**src/rtl/itcm_arb_pkg.sv**
```systemverilog
// itcm_arb_pkg: shared constants and types for the ITCM arbiter.
//   ITCM_ADDR_W / ITCM_DATA_W / ITCM_BE_W : geometry of the 16K x 32 itcm
//   PORT_FETCH / PORT_LOAD                : port indices (core fetch, debug/loader)
//   rsp_tag_t                             : response tag captured on grant
package itcm_arb_pkg;
  localparam int ITCM_ADDR_W = 14;
  localparam int ITCM_DATA_W = 32;
  localparam int ITCM_BE_W   = 4;

  localparam logic PORT_FETCH = 1'b0;
  localparam logic PORT_LOAD  = 1'b1;

  typedef struct packed {
    logic valid;
    logic port;
    logic is_read;
  } rsp_tag_t;
endpackage

```
**src/rtl/itcm_arb_grant.sv**
```systemverilog
// itcm_arb_grant: decides which requester owns the ITCM this cycle.
//   clk, rst   : clock, async active-high reset
//   req_valid  : [PORT_LOAD:PORT_FETCH] request valids
//   req_ready  : per-port ready (combinational from valids + state)
//   grant      : one-hot grant (valid & ready)
// Build option ITCM_ARB_RR_EN: round-robin with a 1-bit last-grant pointer.
// Default: fixed priority to fetch, with a starvation counter that forces
// one loader grant after STARVE_MAX consecutive refusals.
module itcm_arb_grant
  import itcm_arb_pkg::*;
#(
  parameter int STARVE_MAX = 8
) (
  input  logic       clk,
  input  logic       rst,
  input  logic [1:0] req_valid,
  output logic [1:0] req_ready,
  output logic [1:0] grant
);

  assign grant = req_valid & req_ready;

`ifdef ITCM_ARB_RR_EN
  logic last;  // port granted most recently; reset to loader so fetch goes first

  always_comb begin
    req_ready = '0;
    if (!rst) begin
      req_ready[PORT_FETCH] = !req_valid[PORT_LOAD]  || (last == PORT_LOAD);
      req_ready[PORT_LOAD]  = !req_valid[PORT_FETCH] || (last == PORT_FETCH);
    end
  end

  always_ff @(posedge clk or posedge rst) begin
    if (rst)                    last <= PORT_LOAD;
    else if (grant[PORT_LOAD])  last <= PORT_LOAD;
    else if (grant[PORT_FETCH]) last <= PORT_FETCH;
  end
`else
  logic [7:0] starve_cnt;
  logic       forced;

  // Counter saturates the cycle the loader has been refused STARVE_MAX times;
  // the following cycle belongs to the loader unconditionally.
  assign forced = (starve_cnt == 8'(STARVE_MAX));

  always_comb begin
    req_ready = '0;
    if (!rst) begin
      req_ready[PORT_FETCH] = !forced;
      req_ready[PORT_LOAD]  = !req_valid[PORT_FETCH] || forced;
    end
  end

  always_ff @(posedge clk or posedge rst) begin
    if (rst)
      starve_cnt <= '0;
    else if (req_valid[PORT_LOAD] && !grant[PORT_LOAD])
      starve_cnt <= starve_cnt + 8'd1;
    else
      starve_cnt <= '0;
  end
`endif

endmodule

```
**src/rtl/itcm_arbiter.sv**
```systemverilog
// itcm_arbiter: shares the single-port itcm between core fetch (m0) and the
// debug/loader port (m1). One access per cycle; the response returns to its
// owner exactly one cycle after grant.
//   clk, rst          : clock, async active-high reset
//   mN_req_*          : request channel (valid/ready handshake), N = 0, 1
//   mN_rsp_valid/rdata: one-cycle response; rdata is 0 for writes
//   ram_*             : direct drive of / read data from the itcm
// Build option ITCM_ARB_RR_EN selects round-robin arbitration (see itcm_arb_grant).
module itcm_arbiter
  import itcm_arb_pkg::*;
#(
  parameter int ADDR_WIDTH = ITCM_ADDR_W,
  parameter int DATA_WIDTH = ITCM_DATA_W,
  parameter int BE_WIDTH   = ITCM_BE_W,
  parameter int STARVE_MAX = 8
) (
  input  logic                  clk,
  input  logic                  rst,
  input  logic                  m0_req_valid,
  output logic                  m0_req_ready,
  input  logic [ADDR_WIDTH-1:0] m0_addr,
  input  logic                  m0_we,
  input  logic [BE_WIDTH-1:0]   m0_be,
  input  logic [DATA_WIDTH-1:0] m0_wdata,
  output logic                  m0_rsp_valid,
  output logic [DATA_WIDTH-1:0] m0_rdata,
  input  logic                  m1_req_valid,
  output logic                  m1_req_ready,
  input  logic [ADDR_WIDTH-1:0] m1_addr,
  input  logic                  m1_we,
  input  logic [BE_WIDTH-1:0]   m1_be,
  input  logic [DATA_WIDTH-1:0] m1_wdata,
  output logic                  m1_rsp_valid,
  output logic [DATA_WIDTH-1:0] m1_rdata,
  output logic [ADDR_WIDTH-1:0] ram_addr,
  output logic [DATA_WIDTH-1:0] ram_wr_data,
  output logic                  ram_wr_en,
  output logic [BE_WIDTH-1:0]   ram_wr_byte_en,
  input  logic [DATA_WIDTH-1:0] ram_rd_data
);

  localparam int STAGES = 1;

  logic [1:0]      req_ready;
  logic [1:0]      grant;
  logic [STAGES:0] vld_pipe;
  rsp_tag_t        tag_d, tag_q;
  logic            sel_we;
  logic            rsp_live;

  itcm_arb_grant #(.STARVE_MAX(STARVE_MAX)) u_grant (
    .clk       (clk),
    .rst       (rst),
    .req_valid ({m1_req_valid, m0_req_valid}),
    .req_ready (req_ready),
    .grant     (grant)
  );

  assign m0_req_ready = req_ready[PORT_FETCH];
  assign m1_req_ready = req_ready[PORT_LOAD];

  // RAM mux: loader only when it holds the grant; otherwise fetch address
  // is presented and write strobes stay low.
  assign sel_we         = grant[PORT_LOAD] ? m1_we : m0_we;
  assign ram_addr       = grant[PORT_LOAD] ? m1_addr  : m0_addr;
  assign ram_wr_data    = grant[PORT_LOAD] ? m1_wdata : m0_wdata;
  assign ram_wr_en      = (|grant) && sel_we && !rst;
  assign ram_wr_byte_en = !ram_wr_en       ? '0
                        : grant[PORT_LOAD] ? m1_be : m0_be;

  assign vld_pipe[0]   = |grant;
  assign tag_d.valid   = vld_pipe[0];
  assign tag_d.port    = grant[PORT_LOAD] ? PORT_LOAD : PORT_FETCH;
  assign tag_d.is_read = !sel_we;

  always_ff @(posedge clk or posedge rst) begin
    if (rst) tag_q <= '0;
    else     tag_q <= tag_d;
  end

  assign vld_pipe[STAGES] = tag_q.valid;

  // Gate with rst so a response in flight when reset arrives is never seen.
  assign rsp_live     = vld_pipe[STAGES] && !rst;
  assign m0_rsp_valid = rsp_live && (tag_q.port == PORT_FETCH);
  assign m1_rsp_valid = rsp_live && (tag_q.port == PORT_LOAD);
  assign m0_rdata     = (m0_rsp_valid && tag_q.is_read) ? ram_rd_data : '0;
  assign m1_rdata     = (m1_rsp_valid && tag_q.is_read) ? ram_rd_data : '0;

endmodule

```
**config.mk**
```make
export PLATFORM = sky130hd
export DESIGN_NAME = itcm_arbiter
export DESIGN_NICKNAME = d
export VERILOG_FILES = /design/src/rtl/itcm_arb_pkg.sv /design/src/rtl/itcm_arb_grant.sv /design/src/rtl/itcm_arbiter.sv
export SDC_FILE = /design/constraint.sdc
export NUM_CORES = 1
export LEC_CHECK = 0
export ABC_AREA = 1
export ABC_CLOCK_PERIOD_IN_PS = 1900
export CAP_MARGIN = 20
export CORE_AREA = 4 4 98 100
export DETAILED_ROUTE_END_ITERATION = 16
export DIE_AREA = 0 0 102 104
export PLACE_DENSITY = 0.74
export REMOVE_ABC_BUFFERS = 1
export SLEW_MARGIN = 40
export SYNTH_ARGS = -nofsm -noshare
export SYNTH_HDL_FRONTEND = slang
export SYNTH_HIERARCHICAL = 1
export SYNTH_SLANG_ARGS = --single-unit
```
**constraint.sdc**
```tcl
create_clock -name clk -period 1.9 [get_ports clk]
set_input_delay 0.285 -clock clk [delete_from_list [all_inputs] [get_ports clk]]
set_output_delay 0.285 -clock clk [all_outputs]
set_load 0.05 [all_outputs]
```
==> impl_metrics.tcl <==
set metrics [dict create \
    internal_power_mw 1.203 \
    final_nets 768 \
    setup_viol 52 \
    dieArea_um2 10610 \
    finalMaxSlewViolations 0 \
    num_vias 3210 \
    grt.overflow.total 0 \
    path_class "reg -> out" \
    final_core_util_pct 76.44 \
    final-seq-area_um2 275.3 \
    switching_share_pct 42.07 \
    synth-seq-area-share_pct 15.61 \
    clockPowerShare_pct 11.5 \
    ctsHoldBuffers 0 \
    worstPathRequired_ns 1.62 \
    synth_most_common_cell "nand2_1" \
    report.final.hold_viol_count 0 \
    endpoint_kind "output port" \
    place_hpwl_mm 9.384 \
    h-tree-depth 1 \
    post_drt_wl_per_cell_um 16.63 \
    path_max_fanout 9 \
    synthToLayoutAreaGrowth_pct 276.3 \
    switchingPower_mw 0.8737 \
    status "finished with violations" \
    ys_seq_elements 11 \
    worstMarginPinSlew_ns 0.3685 \
    dieHeight_um 104 \
    power.total_mw 2.077 \
    ys.flop_type "dfrtp_1" \
    grtUsageTotal_pct 20.41 \
    finClkSkew_ns 0.005531 \
    synth_edf_count 0 \
    dr.pass1.iters 4 \
    path_clk_slew_ns 0.05 \
    grt.busiest_layer "met2" \
    power_frac_comb_pct 76.4 \
    viasPerCell 4.361 \
    drive_gt1_share_pct 54.39 \
    period_share_pct 125.8 \
    hold_ws_ns 0.1118 \
    cts_sinks 11 \
    ios 257 \
    wl_mm 12.24 \
    synth_common_cells "158 x nand2_1, 84 x nor2_1, 46 x inv_1" \
    synth_area_leader_cell "nand2_1" \
    numPortBuffers 256 \
    netlist_area_um2 1763 \
    use_met2_pct 40.58 \
    num_rows 34 \
    dpl-instance-area_um2 5723 \
    synth_top_area_share_pct 33.64 \
    maxCapViolations 0 \
    drt_iter0_markers 59 \
    dp.cells 716 \
    grt_pass1_vias 3384 \
    gp_congestion 0.8259 \
    fin_crit_ns 2.390 \
    cts_buffers 3 \
    violations "negative setup slack" \
    cts_root_buf "clkbuf_8" \
    min_path_type "in -> async" \
    fmax_mhz 418.5 \
    gr-usage-met3_pct 4.896 \
    postRouteAntennaNets 0 \
    cts.path.max_buffers 2 \
    max_slew_margin_pct 75.24 \
    async_flop_share_pct 100.0 \
    coreArea_um2 8678 \
    die_w_um 102 \
    start_util_pct 20.31 \
    multi_input_area_um2 1698 \
    p_leak_nw 3.010 \
    final_cells 736 \
    synthCells 342 \
    postLayoutCellArea_um2 6634 \
    drcViolationCount 0 \
    rsz0062_at_grt "yes" \
    p_per_area_nw_per_um2 313.0 \
    yosysWarnings 6 \
    pwr-share-seq_pct 12.1 \
    nFillCells 517 \
    critPathLaunchType "flip-flop" \
    setup_slack_ns -0.4895 \
    grt_antenna_before_repair 1 \
    grtUsageMet1_pct 19.46 \
    yosysUniqueCellTypes 21 \
    cts_tree "built" \
    cp.arrival_ns 2.10 \
    grt_pass1_wl_mm 17.02 \
    worstSkewPairLatency_ns 0.24 \
    avgSynthCellArea_um2 5.155 \
    synth.area.top_cells "nand2_1 34%, nor2_1 18%, dfrtp_1 16%" \
    grt_max_degree 33 \
    ir_drop_uv 237.3 \
]
through the flow:
stage | worst slack, ns | setup TNS [ns]
floorplan | -2.089 | -104.83
global placement | -0.2321 | -8.811
detailed placement | -0.3429 | -14.25
CTS | -0.4856 | -21.56
global route | -0.6077 | -28.98
finish | -0.4895 | -22.45
state kept, by name, indices dropped and copies added, names as in the netlist:
| signal | cells |
|---|---|
| tag_q | 3 |
| u_grant/starve_cnt | 8 |
layout make-up:
type	instances	area share, %
multi-input combinational	266	25.59
tap	108	2.037
antenna	1	0.03772
sequential	11	4.149
inverter	48	2.905
clock buffer	4	0.6790
timing repair buffer	298	64.60
critical path, cell delays in order (launching register included):
cell     delay [ns]
dfrtp_1        0.37
inv_1          0.06
ha_2           0.17
nand3_2        0.08
o21ai_2        0.20
nand2_2        0.11
nor2_4         0.16
buf_6          0.14
inv_8          0.06
buf_4          0.13
nand2_1        0.05
and2_4         0.14
nor2_4         0.04
buf_12         0.14
layer usage:
metal | vias to the layer above | share of wire, %
met5 | - | 0
li1 | 1545 | -
met1 | 1463 | 31
met3 | 22 | 8.9
met4 | 0 | 3.3
met2 | 180 | 57
power by group through the flow:
stage / clock [mW] / combinational (mW) / sequential, mW
2_1_floorplan: 0 / 0.530 / 0.256
6_report: 0.238 / 1.59 / 0.251
4_1_cts: 0.241 / 1.52 / 0.251
3_3_place_gp: 0 / 1.38 / 0.254
5_1_grt: 0.254 / 1.65 / 0.252
3_5_place_dp: 0 / 1.39 / 0.255
kinds of logic after synthesis:
| logic type | share of synthesized area [%] |
|---|---|
| simple gates | 59.62 |
| buf+inv | 20.37 |
| flops | 15.61 |
| xor+xnor | 2.484 |
| fa+ha+maj | 1.419 |
| compound gates | 0.4969 |
cell usage in the layout, fill, tap and decap left out, drive strengths merged:
cell | synthesis | final
dfrtp | 11 | 11
nor2 | 86 | 86
buf | 17 | 158
inv | 48 | 48
dlymetal6s2s | 0 | 1
nor3 | 2 | 2
o21ai | 1 | 1
xor2 | 3 | 3
diode | 0 | 1
ha | 2 | 2
nand3 | 4 | 4
clkdlybuf4s50 | 0 | 136
and2 | 4 | 4
nand2 | 160 | 160
nand4 | 2 | 2
clkbuf | 0 | 7
xnor2 | 2 | 2
final timing paths:
| check | endpoint | cells after the start | slack, ns | start |
|---|---|---|---|---|
| worst max register to register | tag_q[0]$_DFF_PP0_ | 13 | 0.01 | u_grant/starve_cnt[0]$_DFF_PP0_ |
| worst min-delay path | u_grant/starve_cnt[4]$_DFF_PP0_ | 3 | 0.11 | rst |
| min in group clk | u_grant/starve_cnt[0]$_DFF_PP0_ | 2 | 0.54 | u_grant/starve_cnt[0]$_DFF_PP0_ |
| max in group asynchronous | tag_q[2]$_DFF_PP0_ | 4 | 1.62 | rst |
| worst min register to register | u_grant/starve_cnt[0]$_DFF_PP0_ | 2 | 0.54 | u_grant/starve_cnt[0]$_DFF_PP0_ |
| worst max-delay path | ram_wr_byte_en[3] | 13 | -0.49 | u_grant/starve_cnt[0]$_DFF_PP0_ |
timing repair:
item | 4_1_cts | 5_1_grt
endpoints found under the setup margin | 95 | 116
pin swaps | 27 | 23
cloned | 2 | 4
resized for setup | 165 | 59
buffers inserted | 6 | 4
No activity file was read; power rests on OpenSTA's default activity.
